[config.mk]
export PLATFORM = sky130hd
export DESIGN_NAME = pc_sequencer
export DESIGN_NICKNAME = d
export VERILOG_FILES = /design/src/rtl/pc_sequencer.sv
export SDC_FILE = /design/constraint.sdc
export NUM_CORES = 1
export LEC_CHECK = 0
export ABC_AREA = 1
export CAP_MARGIN = 20
export CORE_MARGIN = 3
export CORE_UTILIZATION = 46
export DETAILED_ROUTE_END_ITERATION = 12
export PLACE_DENSITY = 0.85
export SKIP_LAST_GASP = 1
export SLEW_MARGIN = 5
export SYNTH_ARGS = -nofsm -noshare
export SYNTH_HDL_FRONTEND = slang
export SYNTH_SLANG_ARGS = --single-unit
[constraint.sdc]
create_clock -name clk -period 4.3 [get_ports clk]
set_input_delay 0.645 -clock clk [delete_from_list [all_inputs] [get_ports clk]]
set_output_delay 0.645 -clock clk [all_outputs]
set_load 0.01 [all_outputs]
[src/rtl/pc_sequencer.sv]
// Fetch-address sequencer: jump/branch/sequential next-PC select plus a valid-tagged PC history line.
// One-edge latency on every registered output; en low stalls sequential fetch, redirects still apply.
module pc_sequencer #(
  parameter int unsigned          WIDTH        = 64,
  parameter logic [WIDTH-1:0]     RESET_VECTOR = '0,
  parameter int unsigned          STEP         = 4,
  parameter int unsigned          OFF_W        = 26,
  parameter int unsigned          ALIGN_SHIFT  = 2,
  parameter int unsigned          HIST_DEPTH   = 2,
  parameter int unsigned          CNT_W        = 16
) (
  input  logic                        clk,
  input  logic                        reset,
  input  logic                        en,
  input  logic                        br_taken,
  input  logic [WIDTH-1:0]            br_base,
  input  logic [OFF_W-1:0]            br_off,
  input  logic                        jr_taken,
  input  logic [WIDTH-1:0]            jr_target,
  input  logic                        flush,
  output logic [WIDTH-1:0]            pc,
  output logic [WIDTH-1:0]            pc_plus,
  output logic [HIST_DEPTH*WIDTH-1:0] hist_pc,
  output logic [HIST_DEPTH-1:0]       hist_valid,
  output logic                        misalign,
  output logic [CNT_W-1:0]            redirect_cnt
);

  localparam logic [WIDTH-1:0] ALIGN_MASK = (WIDTH'(1) << ALIGN_SHIFT) - WIDTH'(1);
  localparam logic [CNT_W-1:0] CNT_MAX    = '1;

  logic [WIDTH-1:0]      off_ext;
  logic [WIDTH-1:0]      br_tgt;
  logic                  redirect;
  logic                  advance;
  logic [WIDTH-1:0]      hist_q [HIST_DEPTH];
  logic [HIST_DEPTH-1:0] valid_q;

  assign off_ext  = {{(WIDTH-OFF_W){br_off[OFF_W-1]}}, br_off};
  assign br_tgt   = br_base + (off_ext << ALIGN_SHIFT);
  assign pc_plus  = pc + WIDTH'(STEP);
  assign redirect = jr_taken | br_taken;
  assign advance  = en | redirect;

  for (genvar g = 0; g < HIST_DEPTH; g++) begin : g_hist
    assign hist_pc[g*WIDTH +: WIDTH] = hist_q[g];
  end
  assign hist_valid = valid_q;

  always_ff @(posedge clk) begin
    if (reset) begin
      pc           <= RESET_VECTOR;
      misalign     <= 1'b0;
      redirect_cnt <= '0;
      valid_q      <= '0;
      for (int k = 0; k < HIST_DEPTH; k++) hist_q[k] <= '0;
    end else begin
      // Jump beats branch; both beat the stall so resolved redirects are never dropped.
      if (jr_taken) begin
        pc <= jr_target & ~ALIGN_MASK;
        if (|(jr_target & ALIGN_MASK)) misalign <= 1'b1;
      end else if (br_taken) begin
        pc <= br_tgt;
      end else if (en) begin
        pc <= pc_plus;
      end

      if (redirect && redirect_cnt != CNT_MAX) redirect_cnt <= redirect_cnt + CNT_W'(1);

      // Stage 0 valid is cleared on a redirect: the PC it captures is the wrong-path fetch.
      if (advance) begin
        hist_q[0]  <= pc;
        valid_q[0] <= ~redirect & ~flush;
        for (int k = 1; k < HIST_DEPTH; k++) begin
          hist_q[k]  <= hist_q[k-1];
          valid_q[k] <= valid_q[k-1] & ~flush;
        end
      end else if (flush) begin
        valid_q <= '0;
      end
    end
  end

endmodule

# Yosys cells after proc, flatten, opt, wreduce, memory -nomap -nowiden
# Memory sizes are Yosys's and may differ from the RTL's.
# Cells that the tools add are included.
dict set report totals {
  register_bits 83
  ramBits 128
  in_bits 160
  output_inout_bits 275
  elab_cells 37
  mem_count 1
}
dict set report op_classes {
  add_sub_neg 3
  eq_ne 1
  n_mux 12
  n_bitwise 8
  reduce_logical 7
}
# memory words width rd rd_clocked_by_memory_dff wr line
set memory_table {}
lappend memory_table {hist_q 2 64 2 0 2 36} ;# logic [WIDTH-1:0] hist_q [HIST_DEPTH];
# op count
set ops {}
lappend ops {{two-way mux 64 bit} 5}
lappend ops {{adder 64 x 3 -> 64 bit (second input constant)} 1}
lappend ops {{adder 64 bit} 1}
lappend ops {{adder 16 x 1 -> 16 bit (second input constant)} 1}
lappend ops {{inequality test 16 bit (second input constant)} 1}
lappend ops {{two-way mux 1 bit} 5}
lappend ops {{two-way mux 2 bit} 2}
lappend ops {{OR 1 bit} 4}
lappend ops {{nonzero test 2 bit} 2}
lappend ops {{OR reduction 2 bit} 2}
lappend ops {{nonzero test 3 bit} 1}
lappend ops {{AND 1 bit} 2}
lappend ops {{inverter 1 bit} 2}
lappend ops {{AND reduction 2 bit} 1}
lappend ops {{logical AND 1 bit} 1}

# Logic depth before layout (Yosys ltp)
dict set report depth {
  depth_word 6
  depth_mapped 18
}

# Worst setup path before layout
# OpenSTA, ideal clock, no wires.
dict set report synth_timing {
  kind {input to register}
  start {input port br_base[2]}
  end {register pc[42]}
  setup_time_ps 126
  t_arrival_ps 2242
  required_ps 4174
  setup_slack_ps 1932
  cell_stages 16
  path_buffers 0
  cell_sequence {ha_1 > fa_1 > nand2_1 > inv_1 > nand2_1 > nand3_1 > nand2_1 > nand2_1 > nand2_1 > nand3_1 > nand2_1 > nand3b_1 > nand3_1 > nand2_1 > nand2_1 > o21ai_0}
}
dict set report synth_between {
  elab_chain_len 3
}
# item line
set synth_rtl {}
lappend synth_rtl {{start, declared} 16} ;# input logic [WIDTH-1:0] br_base,
lappend synth_rtl {{adder 64 bit} 40} ;# assign br_tgt = br_base + (off_ext << ALIGN_SHIFT);
lappend synth_rtl {{two-way mux 64 bit} 62} ;# end else if (br_taken) begin
lappend synth_rtl {{two-way mux 64 bit} 59} ;# if (jr_taken) begin
lappend synth_rtl {{end signal, assigned} 60} ;# pc <= jr_target & ~ALIGN_MASK;
lappend synth_rtl {{end signal, assigned} 63} ;# pc <= br_tgt;
lappend synth_rtl {{end signal, assigned} 65} ;# pc <= pc_plus;
lappend synth_rtl {{end, declared} 21} ;# output logic [WIDTH-1:0] pc,
# Every way passes these cells.
# A chain may end at the register's enable or synchronous reset.

# Worst setup path after layout
dict set report layout_timing {
  start {register pc[29]}
  end {output port pc_plus[37]}
}
dict set report layout_between {
  elab_chain_len 1
}
# item line
set layout_rtl {}
lappend layout_rtl {{adder 64 x 3 -> 64 bit} 41} ;# assign pc_plus = pc + WIDTH'(STEP);
lappend layout_rtl {{end, declared} 22} ;# output logic [WIDTH-1:0] pc_plus,
# Every way passes these cells.

==> results.py <==
metrics = {
    "floorplanning": {
        "i_o_pin_total": 435,
        "die-height_um": 192,
        "die_width_um": 192,
        "floorplan.initialDensity_pct": 47.2,
        "rows": 67,
        "design.die.area_sq_um": 37000,
        "core_sq_um": 33900,
    },
    "sta": {
        "skew_ns": 0.0176,
        "finalSetupViolations": 0,
        "worstMarginPinSlew_ns": 0.862,
        "post-route-min-period_ns": 4.10,
        "max_clock_freq_mhz": 244,
        "worst_slew_margin_rel_pct": 42.0,
        "rsz0062_at_grt": "false",
        "setup_tns_ns": 0,
        "final_hold_viol_count": 0,
        "final.period_utilization_pct": 95.4,
        "slew_violations": 0,
    },
    "clock_network": {
        "post-cts-setup-buffers": 0,
        "post_cts_resized": 0,
        "cts_hold_buffers": 0,
        "worstSkewPairLatency_ns": 0.52,
        "max-clock-path-buffers": 3,
        "htree_levels": 1,
        "clock_tree_from_tritoncts": "done",
        "clock_tree.root_cell": "sky130_fd_sc_hd__clkbuf_16",
        "clock_sinks": 211,
        "cts-buffers-inserted": 23,
        "worst_setup_hold_path_clk_slew_ns": 0.06,
    },
    "critical_path": {
        "worst_setup_path_end_kind": "output pin",
        "worst-r2r-cell-count": 10,
        "instance_count_on_the_critical_path": 7,
        "number_of_buffer_and_inverter_stages_on_the_critical_path": 2,
        "crit_path_top_delay_cell": "sky130_fd_sc_hd__clkdlybuf4s50_1",
        "timing.critical_path.max_delay_family": "buffers and inverters",
        "path_max_fanout": 5,
        "path_cells": "inv_1 -> nor3_1 -> nand2_1 -> nor2_1 -> nand3_1 -> xor2_1 -> clkdlybuf4s50_1",
        "cp_data_required_time_ns": 3.65,
        "timing.reg2reg.setup_slack_ns": 1.53,
        "setup.worst_path.class": "flip-flop to output pin",
        "reg2reg_from": "pc[29]",
        "delay_contributed_by_the_slowest_stage_of_the_critical_path_ns": 0.65,
        "arrival_ns": 3.46,
        "critical_path.endpoint": "pc_plus[37]",
        "crit-reg2reg-capture": "pc[37]",
        "cp-startpoint": "pc[29]",
        "cp-start-kind": "flip-flop",
    },
    "grt": {
        "vias_in_the_first_global_route": 17200,
        "grt_antenna_before_repair": 1,
        "grt_first_pass_wirelength_mm": 103,
        "gr-total-overflow": 0,
        "maximum_number_of_pins_on_one_net_before_global_route_repair": 67,
        "grt.total_usage_pct": 36.7,
    },
    "yosys": {
        "syn_avg_cell_area_sq_um": 6.45,
        "synthDominantCellAreaShare_pct": 24.0,
        "synth_edf_count": 128,
        "post_synth_num_cell_types": 52,
        "yosys.area.top_type": "sky130_fd_sc_hd__edfxtp_1",
        "synth-main-ff-cell": "sky130_fd_sc_hd__edfxtp_1",
        "yosys-top-cells-area": "sky130_fd_sc_hd__edfxtp_1, sky130_fd_sc_hd__nand2_1, sky130_fd_sc_hd__dfxtp_1",
        "post_synth_inst_count": 2477,
        "yosys_register_bits": 211,
        "yosys_warnings": 0,
        "synth-async-reset-ratio_pct": 0,
        "seq_area_frac_synth_pct": 34.4,
        "synth.cell_area_sq_um": 16000,
        "mappedNetlistNets": 2701,
    },
    "finish": {
        "layout-drive-gt1-share_pct": 3.71,
        "syn2layout_area_growth_pct": 34.7,
        "finish.net_count": 3122,
        "layout.cells.non_filler": 3364,
        "multi_input_comb_area_sq_um": 8570,
        "final_standard_cell_utilization_of_the_core_pct": 63.6,
        "fillers": 3020,
        "final-seq-area_sq_um": 5510,
    },
    "route": {
        "drcViolationCount": 0,
        "drt-initial-drc-count": 2176,
        "drt_first_pass_iters": 6,
        "detailroute.via_count": 18300,
        "avgViaCountPerCell": 5.43,
        "post_drt_wl_per_cell_um": 21.0,
        "ant_nets": 0,
        "wl_mm": 70.8,
    },
    "place": {
        "placedCellCount": 3321,
        "io_buffer_count": 434,
        "place.detailed.hpwl_mm": 57.8,
        "gp_congestion": 1.03,
    },
    "power": {
        "report.power.total_w": 0.00628,
        "vdd_ir_drop_max_v": 0.000274,
        "p_per_area_nw_per_um2": 292,
        "static-leakage-power_nw": 9.70,
    },
    "flow_run": {
        "max_cap_violations": 0,
    },
    "status": {
        "status": "completed",
    },
    "min_path": {
        "hp-start": "misalign",
        "timing.hold.worst.class": "flip-flop to flip-flop",
    },
}
-- worst min-delay path, cell delays in order (launching register included) --
cell,delay [ns]
sky130_fd_sc_hd__dfxtp_1,0.31
sky130_fd_sc_hd__inv_1,0.05
sky130_fd_sc_hd__a21oi_1,0.06
-- per-stage QoR --
stage	worst slack (ns)	cell area [sq um]	hold WS [ns]
floorplan	1.93	16000	0.474
global placement	0.817	20800	0.437
detailed placement	0.853	20800	0.446
CTS	0.312	21500	0.455
global route	0.143	21500	0.471
finish	0.199	21500	0.456
-- layer usage --
metal / global-route usage [%] / part of all wire (%)
met1: 48.2 / 40
met2: 60.2 / 46
met3: 5.98 / 9.7
met4: 14.9 / 4.6
met5: 0 / 0
-- sequential cells by signal, indices dropped and copies added, names as in the netlist, named ones only --
register / cells
pc: 62
misalign: 1
redirect_cnt: 16
hist_q: 128
hist_valid: 2
-- kinds of logic (layout without fill, tap and decap cells) --
kind of cell / Yosys count / after routing / synth area share (%)
buffers and inverters: 497 / 934 / 12.0
other: 0 / 2 / 0
flip-flops: 211 / 211 / 34.4
AND/OR/NAND/NOR: 1412 / 1412 / 36.6
adder cells (fa/ha/maj): 64 / 64 / 5.06
AO/OA/AOI/OAI: 239 / 239 / 8.82
XOR/XNOR: 54 / 54 / 3.05
-- synthesized netlist by cell type (8+ instances only) --
cell                       count
sky130_fd_sc_hd__a21oi_1      79
sky130_fd_sc_hd__a22oi_1      29
sky130_fd_sc_hd__buf_2        18
sky130_fd_sc_hd__clkbuf_1     22
sky130_fd_sc_hd__dfxtp_1      83
sky130_fd_sc_hd__edfxtp_1    128
sky130_fd_sc_hd__ha_1         63
sky130_fd_sc_hd__inv_1       440
sky130_fd_sc_hd__nand2_1     829
sky130_fd_sc_hd__nand3_1     133
sky130_fd_sc_hd__nand3b_1     16
sky130_fd_sc_hd__nand4_1      17
sky130_fd_sc_hd__nor2_1      316
sky130_fd_sc_hd__nor2_2       15
sky130_fd_sc_hd__nor3_1       48
sky130_fd_sc_hd__nor3_2        9
sky130_fd_sc_hd__o211ai_1      8
sky130_fd_sc_hd__o21ai_0      77
sky130_fd_sc_hd__o21bai_1      9
sky130_fd_sc_hd__xor2_1       51
-- area by class of cell --
class                      count  share of cell area [%]
sequential                   211                    25.6
clock buffer                  28                    2.76
timing repair buffer         446                    20.7
multi-input combinational   1769                    39.8
inverter                     447                    7.83
clock inverter                13                   0.709
antenna                        2                  0.0232
tap                          448                    2.60
-- where the power goes --
| group | internal [W] | switching, W |
|---|---|---|
| Clock | 0.00117 | 0.000851 |
| Combinational | 0.000763 | 0.00110 |
| Sequential | 0.00228 | 0.000126 |
| Total | 0.00421 | 0.00207 |
-- layout by cell type, fill, tap and decap left out, drive strengths merged, types with 2 or more instances in the layout --
| cell | synthesis | routed |
|---|---|---|
| nand2 | 838 | 838 |
| inv | 447 | 449 |
| clkdlybuf4s50 | 0 | 433 |
| nor2 | 337 | 337 |
| nand3 | 134 | 134 |
| edfxtp | 128 | 128 |
| o21ai | 85 | 85 |
| dfxtp | 83 | 83 |
| a21oi | 79 | 79 |
| ha | 63 | 63 |
| nor3 | 58 | 58 |
| xor2 | 53 | 53 |
| a22oi | 33 | 33 |
| clkbuf | 22 | 28 |
| nand4 | 17 | 17 |
| nand3b | 16 | 16 |
| buf | 28 | 13 |
| a21boi | 12 | 12 |
| o21bai | 9 | 9 |
| o211ai | 8 | 8 |
| and2 | 5 | 5 |
| clkinv | 0 | 5 |
| a211oi | 3 | 3 |
| clkinvlp | 0 | 3 |
| bufinv | 0 | 3 |
| diode | 0 | 2 |
| or2 | 2 | 2 |
| o22ai | 2 | 2 |
| a31oi | 2 | 2 |
| nor3b | 2 | 2 |
| nor4 | 2 | 2 |
-- how the worst min path moves through the flow --
stage	end	slack [ns]	depth (start not counted)
after global routing	misalign	0.47	2
after global placement	misalign	0.44	2
final	misalign	0.46	2
after detailed placement	misalign	0.45	2
after CTS	misalign	0.46	2
after floorplan	misalign	0.47	2
(Power assumes the default switching activity.)
